**config.mk**
```make
export PLATFORM = sky130hd
export DESIGN_NAME = reloadable_up_counter
export DESIGN_NICKNAME = d
export VERILOG_FILES = /design/src/rtl/reloadable_up_counter_pkg.sv /design/src/rtl/reloadable_up_counter.sv
export SDC_FILE = /design/constraint.sdc
export NUM_CORES = 1
export LEC_CHECK = 0
export CAP_MARGIN = 5
export CORE_ASPECT_RATIO = 0.8
export CORE_MARGIN = 1.5
export CORE_UTILIZATION = 42
export CTS_CLUSTER_DIAMETER = 150
export DETAILED_ROUTE_END_ITERATION = 8
export GPL_ROUTABILITY_DRIVEN = 0
export PLACE_DENSITY = 0.75
export SKIP_CTS_REPAIR_TIMING = 1
export SYNTH_ARGS = -nofsm -noshare
export SYNTH_HDL_FRONTEND = slang
export SYNTH_SLANG_ARGS = --single-unit
```
**constraint.sdc**
```tcl
create_clock -name CLK -period 1.74 [get_ports CLK]
set_input_delay 0.348 -clock CLK [delete_from_list [all_inputs] [get_ports CLK]]
set_output_delay 0.348 -clock CLK [all_outputs]
set_load 0.03 [all_outputs]
```
**src/rtl/reloadable_up_counter_pkg.sv**
```systemverilog
`default_nettype none
// ============================================================================
// Module   : reloadable_up_counter_pkg
// Brief    : Shared state encoding and default width for the reload counter.
// Revision : 1.0 - initial release
// ============================================================================
package reloadable_up_counter_pkg;

  localparam int c_default_width = 8;

  // 2'd3 is unused and treated as a corrupted state that recovers to idle.
  typedef enum logic [1:0] {
    ST_IDLE = 2'd0,
    ST_RUN  = 2'd1,
    ST_DONE = 2'd2
  } state_t;

endpackage
`default_nettype wire

```
**src/rtl/reloadable_up_counter.sv**
```systemverilog
`default_nettype none
// ============================================================================
// Module   : reloadable_up_counter
// Brief    : Reloadable up counter with programmable terminal value,
//            one-shot / auto-reload modes and a registered terminal pulse.
// Revision : 1.0 - initial release
// ============================================================================
module reloadable_up_counter
  import reloadable_up_counter_pkg::*;
#(
  parameter int WIDTH = c_default_width
) (
  input  logic             CLK,
  input  logic             RESET_BTN,
  input  logic             START,
  input  logic             STOP,
  input  logic             LOAD,
  input  logic [WIDTH-1:0] RELOAD_VAL,
  input  logic [WIDTH-1:0] TERM_VAL,
  input  logic             MODE,
  output logic [WIDTH-1:0] COUNT,
  output logic             TC,
  output logic             DONE,
  output logic             RUNNING,
  output logic             OVF
);

  state_t           r_state;
  logic [WIDTH-1:0] r_count;
  logic [WIDTH-1:0] r_reload;
  logic             r_tc;
  logic             r_ovf;

  logic             w_at_term;
  logic             w_all_ones;

  assign w_at_term  = (r_count == TERM_VAL);
  assign w_all_ones = &r_count;

  // Reset arrives already synchronised upstream, so it is sampled here only.
  always_ff @(posedge CLK) begin
    if (!RESET_BTN) begin
      r_state  <= ST_IDLE;
      r_count  <= '0;
      r_reload <= '0;
      r_tc     <= 1'b0;
      r_ovf    <= 1'b0;
    end else if (LOAD) begin
      r_reload <= RELOAD_VAL;
      r_count  <= RELOAD_VAL;
      r_ovf    <= 1'b0;
      r_tc     <= 1'b0;
      if (r_state != ST_RUN) begin
        r_state <= ST_IDLE;
      end
    end else begin
      case (r_state)
        ST_RUN: begin
          if (STOP) begin
            r_state <= ST_IDLE;
            r_tc    <= 1'b0;
          end else if (w_at_term) begin
            r_tc <= 1'b1;
            if (MODE) begin
              r_count <= r_reload;
            end else begin
              r_state <= ST_DONE;
            end
          end else begin
            r_count <= r_count + 1'b1;
            r_tc    <= 1'b0;
            if (w_all_ones) begin
              r_ovf <= 1'b1;
            end
          end
        end
        ST_IDLE: begin
          r_tc <= 1'b0;
          if (START && !STOP) begin
            r_state <= ST_RUN;
          end
        end
        ST_DONE: begin
          r_tc <= 1'b0;
          if (START && !STOP) begin
            r_state <= ST_RUN;
            r_count <= r_reload;
          end
        end
        default: begin
          r_state <= ST_IDLE;
          r_tc    <= 1'b0;
        end
      endcase
    end
  end

  assign COUNT   = r_count;
  assign TC      = r_tc;
  assign OVF     = r_ovf;
  assign DONE    = (r_state == ST_DONE);
  assign RUNNING = (r_state == ST_RUN);

endmodule
`default_nettype wire

```
Yosys cells after proc, flatten, opt, wreduce, memory -nomap -nowiden --
Index checks and enable logic that the tools add are counted.
Word-level totals: bits in registers 20, input bits 22, output and inout port bits 12, word-level logic and storage cells 45
Cells by class: add/sub/neg operators 1, equal/unequal tests 11, muxes and demuxes 14, bitwise operators 4, reduce and logical (&&, ||, !) cells 10
Operators by type and width (count):
- two-way mux 8 bit | 5
- case mux 8 bit (2 select lines) | 1
- two-way mux 2 bit | 6
- AND reduction 11 bit | 1
- adder 8 x 1 -> 8 bit, second input constant | 1
- equality test 8 bit | 1
- inequality test 4 bit, second input constant | 2
- AND reduction 4 bit | 2
- inequality test 2 x 1 -> 1 bit, second input constant | 2
- inequality test 4 x 3 -> 1 bit, second input constant | 1
- NOT 1 bit | 4
- case mux 2 bit (2 select lines) | 1
- OR reduction 2 bit | 2
- OR reduction 4 bit | 1
- inequality test 3 x 1 -> 1 bit, second input constant | 1
- inequality test 3 x 2 -> 1 bit, second input constant | 1
- inequality test 3 bit, second input constant | 1
- nonzero test 3 bit | 1
- equality test 2 x 1 -> 1 bit, second input constant | 1
- equality test 2 bit, second input constant | 1
- logical NOT 2 bit | 1
- logical AND 1 bit | 1
- logical NOT 1 bit | 1
- two-way mux 1 bit | 1

Longest topological paths before layout --
word-level depth 5, mapped depth 7, mapped depth without buffers 6

Least setup slack after synthesis --
Ideal clock, no wire load.
path kind register to register, start reg r_count[2], in the netlist COUNT[2], end reg r_count[0], in the netlist COUNT[0], setup time 119 ps, arrival time 1921 ps, data required time 1621 ps, setup slack -299 ps, cell stages (with the launch flop) 8, buffers on the path 2, clock period less this slack 2039 ps, cells stage by stage dfxtp_1 buf_4 xor2_1 nor4_4 a31oi_4 or2_0 buf_6 o221a_1
On the way: cells in the longest elaborated chain, start to end 5, elaborated cells between the ends (all ways) 7, classes of those cells eq/ne: 2; mux: 4; reduce/logical: 1
Ends and longest elaborated chain:
- start, declared | RTL line reloadable_up_counter.sv:29 | logic [WIDTH-1:0] r_count;
- start signal, assigned | RTL line reloadable_up_counter.sv:65 | r_count <= r_reload;
- start signal, assigned | RTL line reloadable_up_counter.sv:70 | r_count <= r_count + 1'b1;
- start signal, assigned | RTL line reloadable_up_counter.sv:87 | r_count <= r_reload;
- equality test 8 bit * | RTL line reloadable_up_counter.sv:37 | assign w_at_term = (r_count == TERM_VAL);
- two-way mux 8 bit | RTL line reloadable_up_counter.sv:62 | end else if (w_at_term) begin
- two-way mux 8 bit | RTL line reloadable_up_counter.sv:59 | if (STOP) begin
- case mux 8 bit (2 select lines) | RTL line reloadable_up_counter.sv:57 | case (r_state)
- two-way mux 8 bit | RTL line reloadable_up_counter.sv:48 | end else if (LOAD) begin
Mark *: on every way between the ends. The rest lies on a longest branch, timed or not. The select of a mux whose other input is x is not followed. A chain may end at the register's enable or synchronous reset.

Worst setup path after layout --
start reg r_count[2], in the netlist COUNT[2], end reg r_count[2], in the netlist COUNT[2]
On the way: cells in the longest elaborated chain, start to end 5, elaborated cells between the ends (all ways) 8, classes of those cells add/sub: 1; eq/ne: 2; mux: 4; reduce/logical: 1
Ends and longest elaborated chain (RTL line):
- adder 8 x 1 -> 8 bit / equality test 8 bit (equally long branches) | reloadable_up_counter.sv:70, reloadable_up_counter.sv:37
- two-way mux 8 bit | reloadable_up_counter.sv:62
- two-way mux 8 bit | reloadable_up_counter.sv:59
- case mux 8 bit (2 select lines) | reloadable_up_counter.sv:57
- two-way mux 8 bit | reloadable_up_counter.sv:48
Parallel ways exist; a longest one is shown, timed or not. The select of a mux whose other input is x is not followed.

==> flow_metrics.tcl <==
set metrics [dict create \
    place.port_buffers 33 \
    violations "setup timing" \
    clk_pin_slew_worst_paths_ns 0.12 \
    rsz0062_at_grt "yes" \
    multi_input_area_sq_um 845 \
    power_density_nw_per_um2 584 \
    start_util_pct 43.6 \
    clockBufferDepth 2 \
    min_from "r_reload[3]" \
    netlist_area_sq_um 1190 \
    synth_top_flop_cell "dfxtp_1" \
    worstPathArrival_ns 1.98 \
    cts_buffers 3 \
    wl_per_cell_um 15.2 \
    num_rows 17 \
    synth_nets 161 \
    nets 215 \
    synth_area_per_cell_sq_um 8.60 \
    io_pins 34 \
    htree_levels 1 \
    synth-warning-count 0 \
    slew_violations 0 \
    cap_violations 0 \
    r2r_start "COUNT[2]" \
    ys_ff_latch 20 \
    antenna_cells 0 \
    fill_cells 237 \
    leakage_uw 0.000941 \
    via_per_inst 5.31 \
    drc 0 \
    dpl.hpwl_um 2320 \
    synth.most_common_cell "nand2_1" \
    wl_um 3470 \
    area_growth_pct 63.0 \
    required_ns 1.95 \
    period_share_pct 102 \
    finalSetupViolCount 2 \
    worst_pin_slew_ns 0.338 \
    seq_area_frac_synth_pct 33.8 \
    cts_sinks 20 \
    fp.dieW_um 62.4 \
    die_height_um 50.5 \
    path_class "reg2reg" \
    yosysTopAreaCell "dfxtp_1" \
    netlist_top_cells_count "nand2_1, dfxtp_1, xor2_1, nand3_1" \
    grt_max_degree 19 \
    tritoncts "done" \
    rr_endpoint "COUNT[2]" \
    grt_pass1_wl_um 5080 \
    grt-ovfl-total 0 \
    fin_crit_ns 1.77 \
    max_freq_mhz 564 \
    synth_top_area_share_pct 33.8 \
    fin_worst_skew_ns 0.00529 \
    synth-async-reset-ratio_pct 0 \
    drt_iter0_drc 38 \
    slew_headroom_pct 77.4 \
    synth_area_leaders "dfxtp_1, xor2_1, nand2_1, a21boi_0, nand3_1" \
    clk_latency_ns 0.31 \
    hold_path_end "r_reload[3]" \
    antenna_found_initial 0 \
    core_region_area_sq_um 2720 \
    hold_class "reg2reg" \
    critPathLaunchType "register" \
    ff_latch_area_sq_um 418 \
    p_total_uw 1130 \
    r2r_cells 6 \
    track_usage_pct 20.7 \
    postRouteAntennaNets 0 \
    num_vias 1217 \
    status "finished, violations left" \
    synthCells 138 \
    peakVddDrop_mv 0.536 \
    layout-drive-gt1-share_pct 31.9 \
    r2r_setup_slack_ns -0.03 \
    worst_slack_ns -0.0339 \
    cp_max_fo 8 \
    final_util_pct 71.0 \
    synth_cell_types 35 \
    critPathCaptureType "register" \
    die-area_sq_um 3150 \
    grt_pass1_vias 1122 \
    fin_hold_ws_ns 0.490 \
    synth-edff-count 0 \
    clockRootBuffer "clkbuf_4" \
    post-place-ws_ns -0.702 \
    hold_viol 0 \
    dr.pass1.iters 4 \
    whs_path_depth 2 \
]
-- cells by family (layout without fill, tap and decap cells) --
group	count (synthesis)	count (layout)	share of synthesized area (%)
and+or+nand+nor	58	58	25.6
buffers and inverters	11	63	5.17
DFF	20	20	33.8
muxes	4	4	3.48
AOI/OAI and AO/OA	30	31	20.6
adders and majority gates	1	1	1.05
xor gates and xnor gates	14	14	10.3
-- metal layers --
metal | wire length (um) | track usage, %
met4 | 17 | 4.81
met5 | 0 | 0
met1 | 1590 | 27.0
met2 | 1700 | 34.6
met3 | 161 | 5.16
-- layout make-up --
class	count	area share, %
tap	38	2.46
sequential	20	21.6
multi-input combinational	108	43.7
timing repair buffer	57	30.0
inverter	2	0.388
clock buffer	4	1.88
-- metrics by stage --
stage | setup TNS, ns | std cells | instance area [sq um]
global placement | -5.46 | 219 | 1700
global route | -0.249 | 229 | 1930
CTS | -3.52 | 223 | 1730
detailed placement | -5.97 | 219 | 1700
floorplan | -0.861 | 138 | 1230
finish | -0.0446 | 229 | 1930
-- sequential cells by signal (all words and copies together) (netlist names) --
register,count
r_state,2
OVF,1
r_reload,8
TC,1
COUNT,8
-- how the worst max path moves through the flow --
| stage | from | to | depth (start not counted) |
|---|---|---|---|
| 5_1_grt | COUNT[2] | COUNT[2] | 6 |
| 3_3_place_gp | TERM_VAL[3] | COUNT[2] | 6 |
| 6_report | COUNT[2] | COUNT[2] | 6 |
| 3_5_place_dp | TERM_VAL[3] | COUNT[2] | 6 |
| 2_1_floorplan | COUNT[4] | COUNT[2] | 7 |
| 4_1_cts | TERM_VAL[3] | COUNT[2] | 6 |
-- placed cells by master (no fill, tap or decap), types with 4 or more instances in the layout --
master           instances
a21boi_0                 8
buf_4                   20
clkdlybuf4s50_1         15
dfxtp_1                 12
dfxtp_2                  5
dlymetal6s2s_1          18
nand2_1                 22
nand3_1                  9
nor2_1                   8
xor2_1                   4
xor2_2                   7
-- report_power, final --
group | total [uW] | leakage, uW | switching (uW) | internal (uW)
clock | 278 | 0.0000210 | 150 | 128
combinational | 346 | 0.000751 | 175 | 171
sequential | 506 | 0.000168 | 20.3 | 485
total | 1130 | 0.000941 | 346 | 784
-- critical path, stage by stage, from the launching register on --
cell	delay (ns)
dfxtp_4	0.39
xor2_4	0.19
nor4_4	0.28
buf_6	0.17
a31oi_4	0.08
or2_4	0.29
o221a_1	0.26
Power figures use the tool's default switching activity.
